File: config.mk
export PLATFORM = sky130hd
export DESIGN_NAME = dm_access_arbiter
export DESIGN_NICKNAME = d
export VERILOG_FILES = /design/src/rtl/dm_access_arbiter.sv
export SDC_FILE = /design/constraint.sdc
export NUM_CORES = 1
export LEC_CHECK = 0
export CAP_MARGIN = 10
export CORE_AREA = 2 2 144 146
export DETAILED_ROUTE_END_ITERATION = 7
export DIE_AREA = 0 0 146 148
export REMOVE_ABC_BUFFERS = 1
export SLEW_MARGIN = 0
export SYNTH_ARGS = -nofsm -noshare
export SYNTH_HDL_FRONTEND = slang
export SYNTH_SLANG_ARGS = --single-unit
File: constraint.sdc
create_clock -name clk -period 2.3 [get_ports clk]
set_clock_uncertainty 0.05 [all_clocks]
set_input_delay 0.345 -clock clk [delete_from_list [all_inputs] [get_ports clk]]
set_output_delay 0.345 -clock clk [all_outputs]
set_load 0.05 [all_outputs]
File: src/rtl/dm_access_arbiter.sv
// Data-memory access arbiter: M0 (pipeline MEM stage) vs M1 (bulk-copy/DMA engine).
// Build option: define DM_ARB_ROUND_ROBIN_EN for alternating priority; default is fixed M0 priority.
module dm_access_arbiter #(
  parameter int DEPTH_WORDS = 3072,
  parameter int MAX_BURST   = 8
) (
  input  logic        clk,
  input  logic        reset,
  input  logic        m0_req,
  input  logic        m0_we,
  input  logic [31:0] m0_addr,
  input  logic [31:0] m0_wdata,
  input  logic [31:0] m0_pc,
  input  logic        m1_req,
  input  logic        m1_we,
  input  logic [31:0] m1_addr,
  input  logic [31:0] m1_wdata,
  input  logic        m1_lock,
  output logic        m0_gnt,
  output logic        m1_gnt,
  output logic        m0_rvalid,
  output logic        m1_rvalid,
  output logic [31:0] m0_rdata,
  output logic [31:0] m1_rdata,
  output logic        m0_err,
  output logic        m1_err,
  output logic        dm_wr,
  output logic [31:0] dm_addr,
  output logic [31:0] dm_wd,
  output logic [31:0] dm_pc,
  input  logic [31:0] dm_rdata
);

  // Handshake: a master raises req with a stable payload and keeps both stable
  // until gnt is seen high in the same cycle; the transfer completes on that
  // clock edge and rvalid (with err/rdata) answers exactly one cycle later.

  localparam logic [32:0] ADDR_LIMIT = 33'(DEPTH_WORDS) << 2;
  localparam logic [7:0]  MAX_B      = 8'(MAX_BURST);

  logic       last_gnt;
  logic [7:0] burst_cnt;
  logic       m1_locked_q;
  logic       m0_legal;
  logic       m1_legal;
  logic       hold;
  logic       win_m0;
  logic       win_m1;

  assign m0_legal = (m0_addr[1:0] == 2'b00) && ({1'b0, m0_addr} < ADDR_LIMIT);
  assign m1_legal = (m1_addr[1:0] == 2'b00) && ({1'b0, m1_addr} < ADDR_LIMIT);

  // m1_locked_q means M1 won last cycle with m1_lock high.
  assign hold = last_gnt && m1_locked_q && m1_req &&
                ((burst_cnt < MAX_B) || !m0_req);

  always_comb begin
    win_m0 = 1'b0;
    win_m1 = 1'b0;
    if (reset) begin
      win_m0 = 1'b0;
      win_m1 = 1'b0;
    end else if (hold) begin
      win_m1 = 1'b1;
    end else if (m0_req && !m1_req) begin
      win_m0 = 1'b1;
    end else if (m1_req && !m0_req) begin
      win_m1 = 1'b1;
    end else if (m0_req && m1_req) begin
`ifdef DM_ARB_ROUND_ROBIN_EN
      win_m0 = last_gnt;
      win_m1 = !last_gnt;
`else
      win_m0 = 1'b1;
`endif
    end
  end

  assign m0_gnt  = win_m0;
  assign m1_gnt  = win_m1;
  assign dm_addr = win_m1 ? m1_addr  : m0_addr;
  assign dm_wd   = win_m1 ? m1_wdata : m0_wdata;
  assign dm_pc   = win_m0 ? m0_pc    : 32'h0;
  assign dm_wr   = (win_m0 && m0_we && m0_legal) || (win_m1 && m1_we && m1_legal);

  always_ff @(posedge clk) begin
    if (reset) begin
      last_gnt    <= 1'b1;
      burst_cnt   <= 8'd0;
      m1_locked_q <= 1'b0;
      m0_rvalid   <= 1'b0;
      m1_rvalid   <= 1'b0;
      m0_err      <= 1'b0;
      m1_err      <= 1'b0;
      m0_rdata    <= 32'h0;
      m1_rdata    <= 32'h0;
    end else begin
      m0_rvalid   <= win_m0;
      m1_rvalid   <= win_m1;
      m0_err      <= win_m0 && !m0_legal;
      m1_err      <= win_m1 && !m1_legal;
      m0_rdata    <= (win_m0 && !m0_we && m0_legal) ? dm_rdata : 32'h0;
      m1_rdata    <= (win_m1 && !m1_we && m1_legal) ? dm_rdata : 32'h0;
      m1_locked_q <= win_m1 && m1_lock;
      if (win_m1) begin
        if (m1_lock && (burst_cnt != 8'hFF)) burst_cnt <= burst_cnt + 8'd1;
      end else begin
        burst_cnt <= 8'd0;
      end
      if (win_m0)      last_gnt <= 1'b0;
      else if (win_m1) last_gnt <= 1'b1;
    end
  end

endmodule

[Word level (Yosys, flattened, before mapping)]
Cells that the tools add are included.
W data, S select, Z words.
Storage, ports and cells
  register bits: 78
  logic and storage cells: 65
  output and inout bits: 167
Cells by class
  equal/unequal tests: 1
  bitwise logic cells: 3
  reductions and logical operators: 34
  order comparisons: 3
  add/sub/neg operators: 1
  multiplexer cells: 14
Operators with widths (number)
  $mux W32: 3
  $lt A32 B14 Y1 const B: 2
  $logic_and A1 B1 Y1: 20
  $mux W1: 11
  $add A8 B1 Y8 const B: 1
  $lt A8 B4 Y1 const B: 1
  $ne A8 B8 Y1 const B: 1
  $logic_not A1 Y1: 6
  $reduce_or A2 Y1: 3
  $logic_not A2 Y1: 2
  $not A1 Y1: 3
  $logic_or A1 B1 Y1: 2
  $reduce_bool A2 Y1: 1

[Logic depth before layout (Yosys ltp)]
  depth in word-level cells: 10
  gate-level depth with buffers: 7
  gate-level depth less buffers: 5

[Least setup slack after synthesis]
No wires, ideal clock.
  kind: register to output
  start point: register burst_cnt[3]
  end point: output port dm_wr
  arrival: 2.421 ns
  path buffers: 2
  setup slack: -0.516 ns
  stages on the path, launching flop included: 8
  path through: dfxtp_1 > or4_4 > o31ai_4 > nand2_1 > buf_4 > buf_6 > inv_1 > a32o_1
On the way
  cells in the longest elaborated chain, start to end: 8
  elaborated cells on any way between the ends: 12
RTL lines
  start: declaration: RTL line 42  | logic [7:0] burst_cnt;
  start signal: assignment: RTL line 106  | if (m1_lock && (burst_cnt != 8'hFF)) burst_cnt <= burst_cnt + 8'd1;
  $lt A8 B4 Y1: RTL line 55  | ((burst_cnt < MAX_B) || !m0_req);
  $logic_or A1 B1 Y1: RTL line 55
  $logic_and A1 B1 Y1: RTL line 54  | assign hold = last_gnt && m1_locked_q && m1_req &&
  $mux W1: RTL line 63  | end else if (hold) begin
  $mux W1: RTL line 60  | if (reset) begin
  named net m1_gnt: RTL line 20  | output logic m1_gnt,
  $logic_and A1 B1 Y1 (2 in a row): RTL line 84  | assign dm_wr = (win_m0 && m0_we && m0_legal) || (win_m1 && m1_we && m1_legal);
  $logic_or A1 B1 Y1: RTL line 84
  end: declaration: RTL line 27  | output logic dm_wr,
The timed path passes the listed nets, and every way through them passes these cells.

[Worst setup path after layout]
  start point: register burst_cnt[3]
  end point: output port dm_wd[22]
On the way
  cells in the longest elaborated chain, start to end: 6
RTL lines
  $lt A8 B4 Y1: RTL line 55
  $logic_or A1 B1 Y1: RTL line 55
  $logic_and A1 B1 Y1: RTL line 54
  $mux W1: RTL line 63
  $mux W1: RTL line 60
  $mux W32: RTL line 82  | assign dm_wd = win_m1 ? m1_wdata : m0_wdata;
  end: declaration: RTL line 29  | output logic [31:0] dm_wd,
No other way between the ends.

==> qor.txt <==
================================================================================
Average routed wire per standard cell .............................      20.1 um
Cell area after layout ............................................ 0.00946 mm^2
Initial core utilization ..........................................        0.187
Footprint of the multi-input gates ................................ 0.00217 mm^2
Share of async-settable or async-resettable flops after synthesis .            0
FF-to-FF End ...................................................... m0_rdata[10]$_SDFF_PP0_
Max-slew violations ...............................................            0
CTS clock-pin slew for the worst setup and hold paths .............      0.06 ns
Worst-skew pair later-pin latency .................................      0.33 ns
Maximum Capacitance Violations ....................................            0
Number of vias per cell after detailed routing ....................         4.21
Required arrival time at the worst endpoint .......................      1.90 ns
Slowest cell on crit path .........................................        or4_4
Fill cell total of the finished layout ............................         1852
Share of post-route cells with drive strength above 1 .............        0.380
Class of the worst hold path ...................................... register to register
Switching share of power ..........................................        0.290
Slowest cell delay on critical path ...............................      0.57 ns
Worst vdd ir ......................................................     0.227 mV
Remaining routing DRC violations ..................................            0
Clk sink count ....................................................           78
Critical path arrival .............................................      2.35 ns
Final period util .................................................         1.19
Worst setup timing slack at the placement stage ...................    -0.260 ns
Global-route wire length before repair ............................     29000 um
Worst max-slew margin expressed relative to the limit .............        0.589
Number of nets with antenna violations after detailed routing .....            0
Most instantiated flip-flop cell in the synthesis netlist .........      dfxtp_1
Router iterations before antenna repair ...........................            4
Power Dens Cells ..................................................  478 mW/mm^2
Switching component of the power ..................................      1310 uW
Number of rows in the core area ...................................           52
Floorplan core area ...............................................  0.0200 mm^2
Result of the run ................................................. complete, but fails checks
Unrepaired setup endpoints after global routing ...................         true
Type of origin of the critical path ...............................     register
Antenna violations before repair ..................................            2
Final worst path period need ......................................      2.74 ns
Storage cell area ................................................. 0.00156 mm^2
Mapped cell area .................................................. 0.00374 mm^2
Distinct cell type count of the synthesized netlist ...............           37
FF+latch count, synth .............................................           78
Type of the setup path with the least slack ....................... register to output port
Maximum net fanout on the critical path ...........................           21
Cell area reported after detailed placement ....................... 0.00873 mm^2
Critical Path Sink ................................................    dm_wd[22]
Nets ..............................................................          952
Maximum frequency from static timing analysis .....................      365 MHz
Global-route congestion overflow total ............................            0
Total die area ....................................................  0.0216 mm^2
Post-synth EDFFs ..................................................            0
Part of the total power dissipated in combinational logic .........        0.350
Flop2flop setup slack .............................................      0.07 ns
Cells on worst reg2reg path .......................................            8
Clock root buffer .................................................    clkbuf_16
Yosys warning total ...............................................            0
Register area share after synthesis ...............................        0.417
Int Power .........................................................      3210 uW
Final-report hold violation count .................................            0
Post-detail-place hpwl ............................................     16500 um
CP endpoint kind ..................................................  output port
Routed via count ..................................................         4337
Io pins ...........................................................          366
Sequential power share ............................................        0.301
Gate count of the mapped netlist ..................................          336
Startpoint of the worst setup timing path ......................... burst_cnt[3]$_SDFFE_PP0P_
Cells along the critical path ..................................... or4_4 -> o31ai_4 -> nand2_4 -> buf_12 -> mux2_1 -> buf_6
Cts-stage hold buffer count .......................................            0
Buffers from clock root to sink, at most ..........................            2
Total CTS buffers .................................................            9
Horizontal die dimension ..........................................       146 um
Leakage dissipation ...............................................   0.00396 uW
Post-Synthesis Mean Instance Area .................................    11.1 um^2
Failing checks .................................................... negative setup slack
Relative contribution of the clock network to total power .........        0.349
Sum of routed wire length over all layers .........................     20700 um
Final WS setup ....................................................    -0.440 ns
Die height ........................................................       148 um
First-iteration detailed-routing DRC count ........................          130
Via count of the first global-routing pass ........................         4656
Number of port buffers ............................................          365
Final setup violation count .......................................           99
Slew @ Worst Pin ..................................................     0.615 ns
Pin count of the biggest net entering global routing ..............           34
GP Congestion .....................................................        0.858
Global-route usage over all layers ................................        0.180
H-tree lvl count ..................................................            3
Layout area overhead ..............................................         153%
Total negative setup slack ........................................    -37.79 ns
Critical register-to-register path startpoint ..................... burst_cnt[3]$_SDFFE_PP0P_
Clock tree from TritonCTS .........................................        built
================================================================================
## area by class of cell
cell class | instances | area share
diodes | 2 | 0.000529
clock buffers | 10 | 0.0253
clock inverters | 6 | 0.00992
inverters | 3 | 0.00119
multi-input cells | 226 | 0.229
flip-flops and latches | 78 | 0.165
well taps | 270 | 0.0357
repair buffers | 434 | 0.533
## worst min path at each step
stage | cells after the start | slack [ns] | end | start
after floorplan | 1 | 0.37 | m1_rdata[0]$_SDFF_PP0_ | m1_we
after global placement | 2 | 0.46 | burst_cnt[1]$_SDFFE_PP0P_ | burst_cnt[1]$_SDFFE_PP0P_
after detailed placement | 2 | 0.47 | burst_cnt[1]$_SDFFE_PP0P_ | burst_cnt[1]$_SDFFE_PP0P_
after CTS | 2 | 0.49 | burst_cnt[1]$_SDFFE_PP0P_ | burst_cnt[1]$_SDFFE_PP0P_
after global routing | 2 | 0.52 | burst_cnt[1]$_SDFFE_PP0P_ | burst_cnt[1]$_SDFFE_PP0P_
final | 2 | 0.48 | burst_cnt[1]$_SDFFE_PP0P_ | burst_cnt[1]$_SDFFE_PP0P_
## synthesized netlist by cell type, types with 3 or more instances
library cell / instances / area (um^2)
dfxtp_1: 78 / 1560
and2_1: 32 / 200
and4b_1: 32 / 320
nor3b_1: 32 / 240
mux2_4: 30 / 450
mux2_2: 25 / 282
clkbuf_1: 22 / 82.6
nor2_1: 10 / 37.5
mux2_1: 9 / 101
nor4_1: 8 / 50.1
a21oi_1: 5 / 25.0
nor3_1: 5 / 25.0
and4_1: 4 / 35.0
buf_6: 4 / 45.0
nand2_1: 4 / 15.0
nand4_1: 4 / 25.0
a211oi_1: 3 / 22.5
inv_1: 3 / 11.3
nand3_1: 3 / 15.0
## timing repair
action / CTS / global route
setup endpoints to repair: 99 / 99
gates cloned: 0 / 5
pin swaps: 2 / 35
gates resized for setup: 55 / 20
setup buffers: 0 / 7
## registers in the layout (all words and copies together) (netlist names)
name	cells
m1_locked_q	1
m1_rvalid	1
last_gnt	1
m0_rdata	32
burst_cnt	8
m1_err	1
m1_rdata	32
m0_err	1
m0_rvalid	1
## metal layers
layer	track usage	up-vias	wire [um]	part of all wire
li1	-	2074	-	-
met1	0.191	2003	7490	0.36
met2	0.333	243	11000	0.53
met3	0.0617	17	1700	0.082
met4	0.0631	0	495	0.024
met5	0	-	0	0
## cells in the final DEF (no fill, tap or decap), types with 3 or more instances in the layout
master           instances
and4b_1                 32
nand2_1                  3
nor3_1                   5
buf_4                   61
buf_6                   28
nor2_1                  10
and2_4                  32
clkdlybuf4s50_1        264
buf_12                  74
a21oi_1                  5
mux2_2                  26
buf_8                    3
clkbuf_16               13
nand4_1                  4
nand3_1                  3
and4_1                   4
dfxtp_1                 77
mux2_1                   3
nor3b_1                 32
mux2_4                  35
nor4_1                   8
## kinds of logic after synthesis
family / synth area share
compound gates: 0.0334
xor+xnor: 0.00468
fa+ha+maj: 0.00334
buf+inv: 0.0411
flops: 0.417
mux: 0.225
simple gates: 0.275
## power by group through the flow
| stage | logic (uW) | registers [uW] | clock network [uW] |
|---|---|---|---|
| after floorplan | 593 | 1400 | 0 |
| after global placement | 1490 | 1390 | 0 |
| after detailed placement | 1490 | 1390 | 0 |
| after CTS | 1540 | 1360 | 1620 |
| after global routing | 1650 | 1360 | 1670 |
| final | 1580 | 1360 | 1580 |
## critical path, delay by kind of cell, from the launching register on
| family | cells | cell delay [ns] |
|---|---|---|
| and+or+nand+nor | 2 | 0.73 |
| buffers and inverters | 2 | 0.37 |
| muxes | 1 | 0.33 |
| DFF | 1 | 0.32 |
| AOI/OAI and AO/OA | 1 | 0.25 |
## per-stage QoR
step / hold slack, ns / power (uW) / util / cells
after global routing: 0.521 / 4680 / 0.472 / 1029
after global placement: 0.456 / 2880 / 0.436 / 999
after CTS: 0.487 / 4530 / 0.461 / 1015
after floorplan: 0.371 / 1990 / - / 307
final: 0.478 / 4520 / 0.472 / 1029
after detailed placement: 0.472 / 2880 / 0.436 / 999
Power figures use the tool's default switching activity.
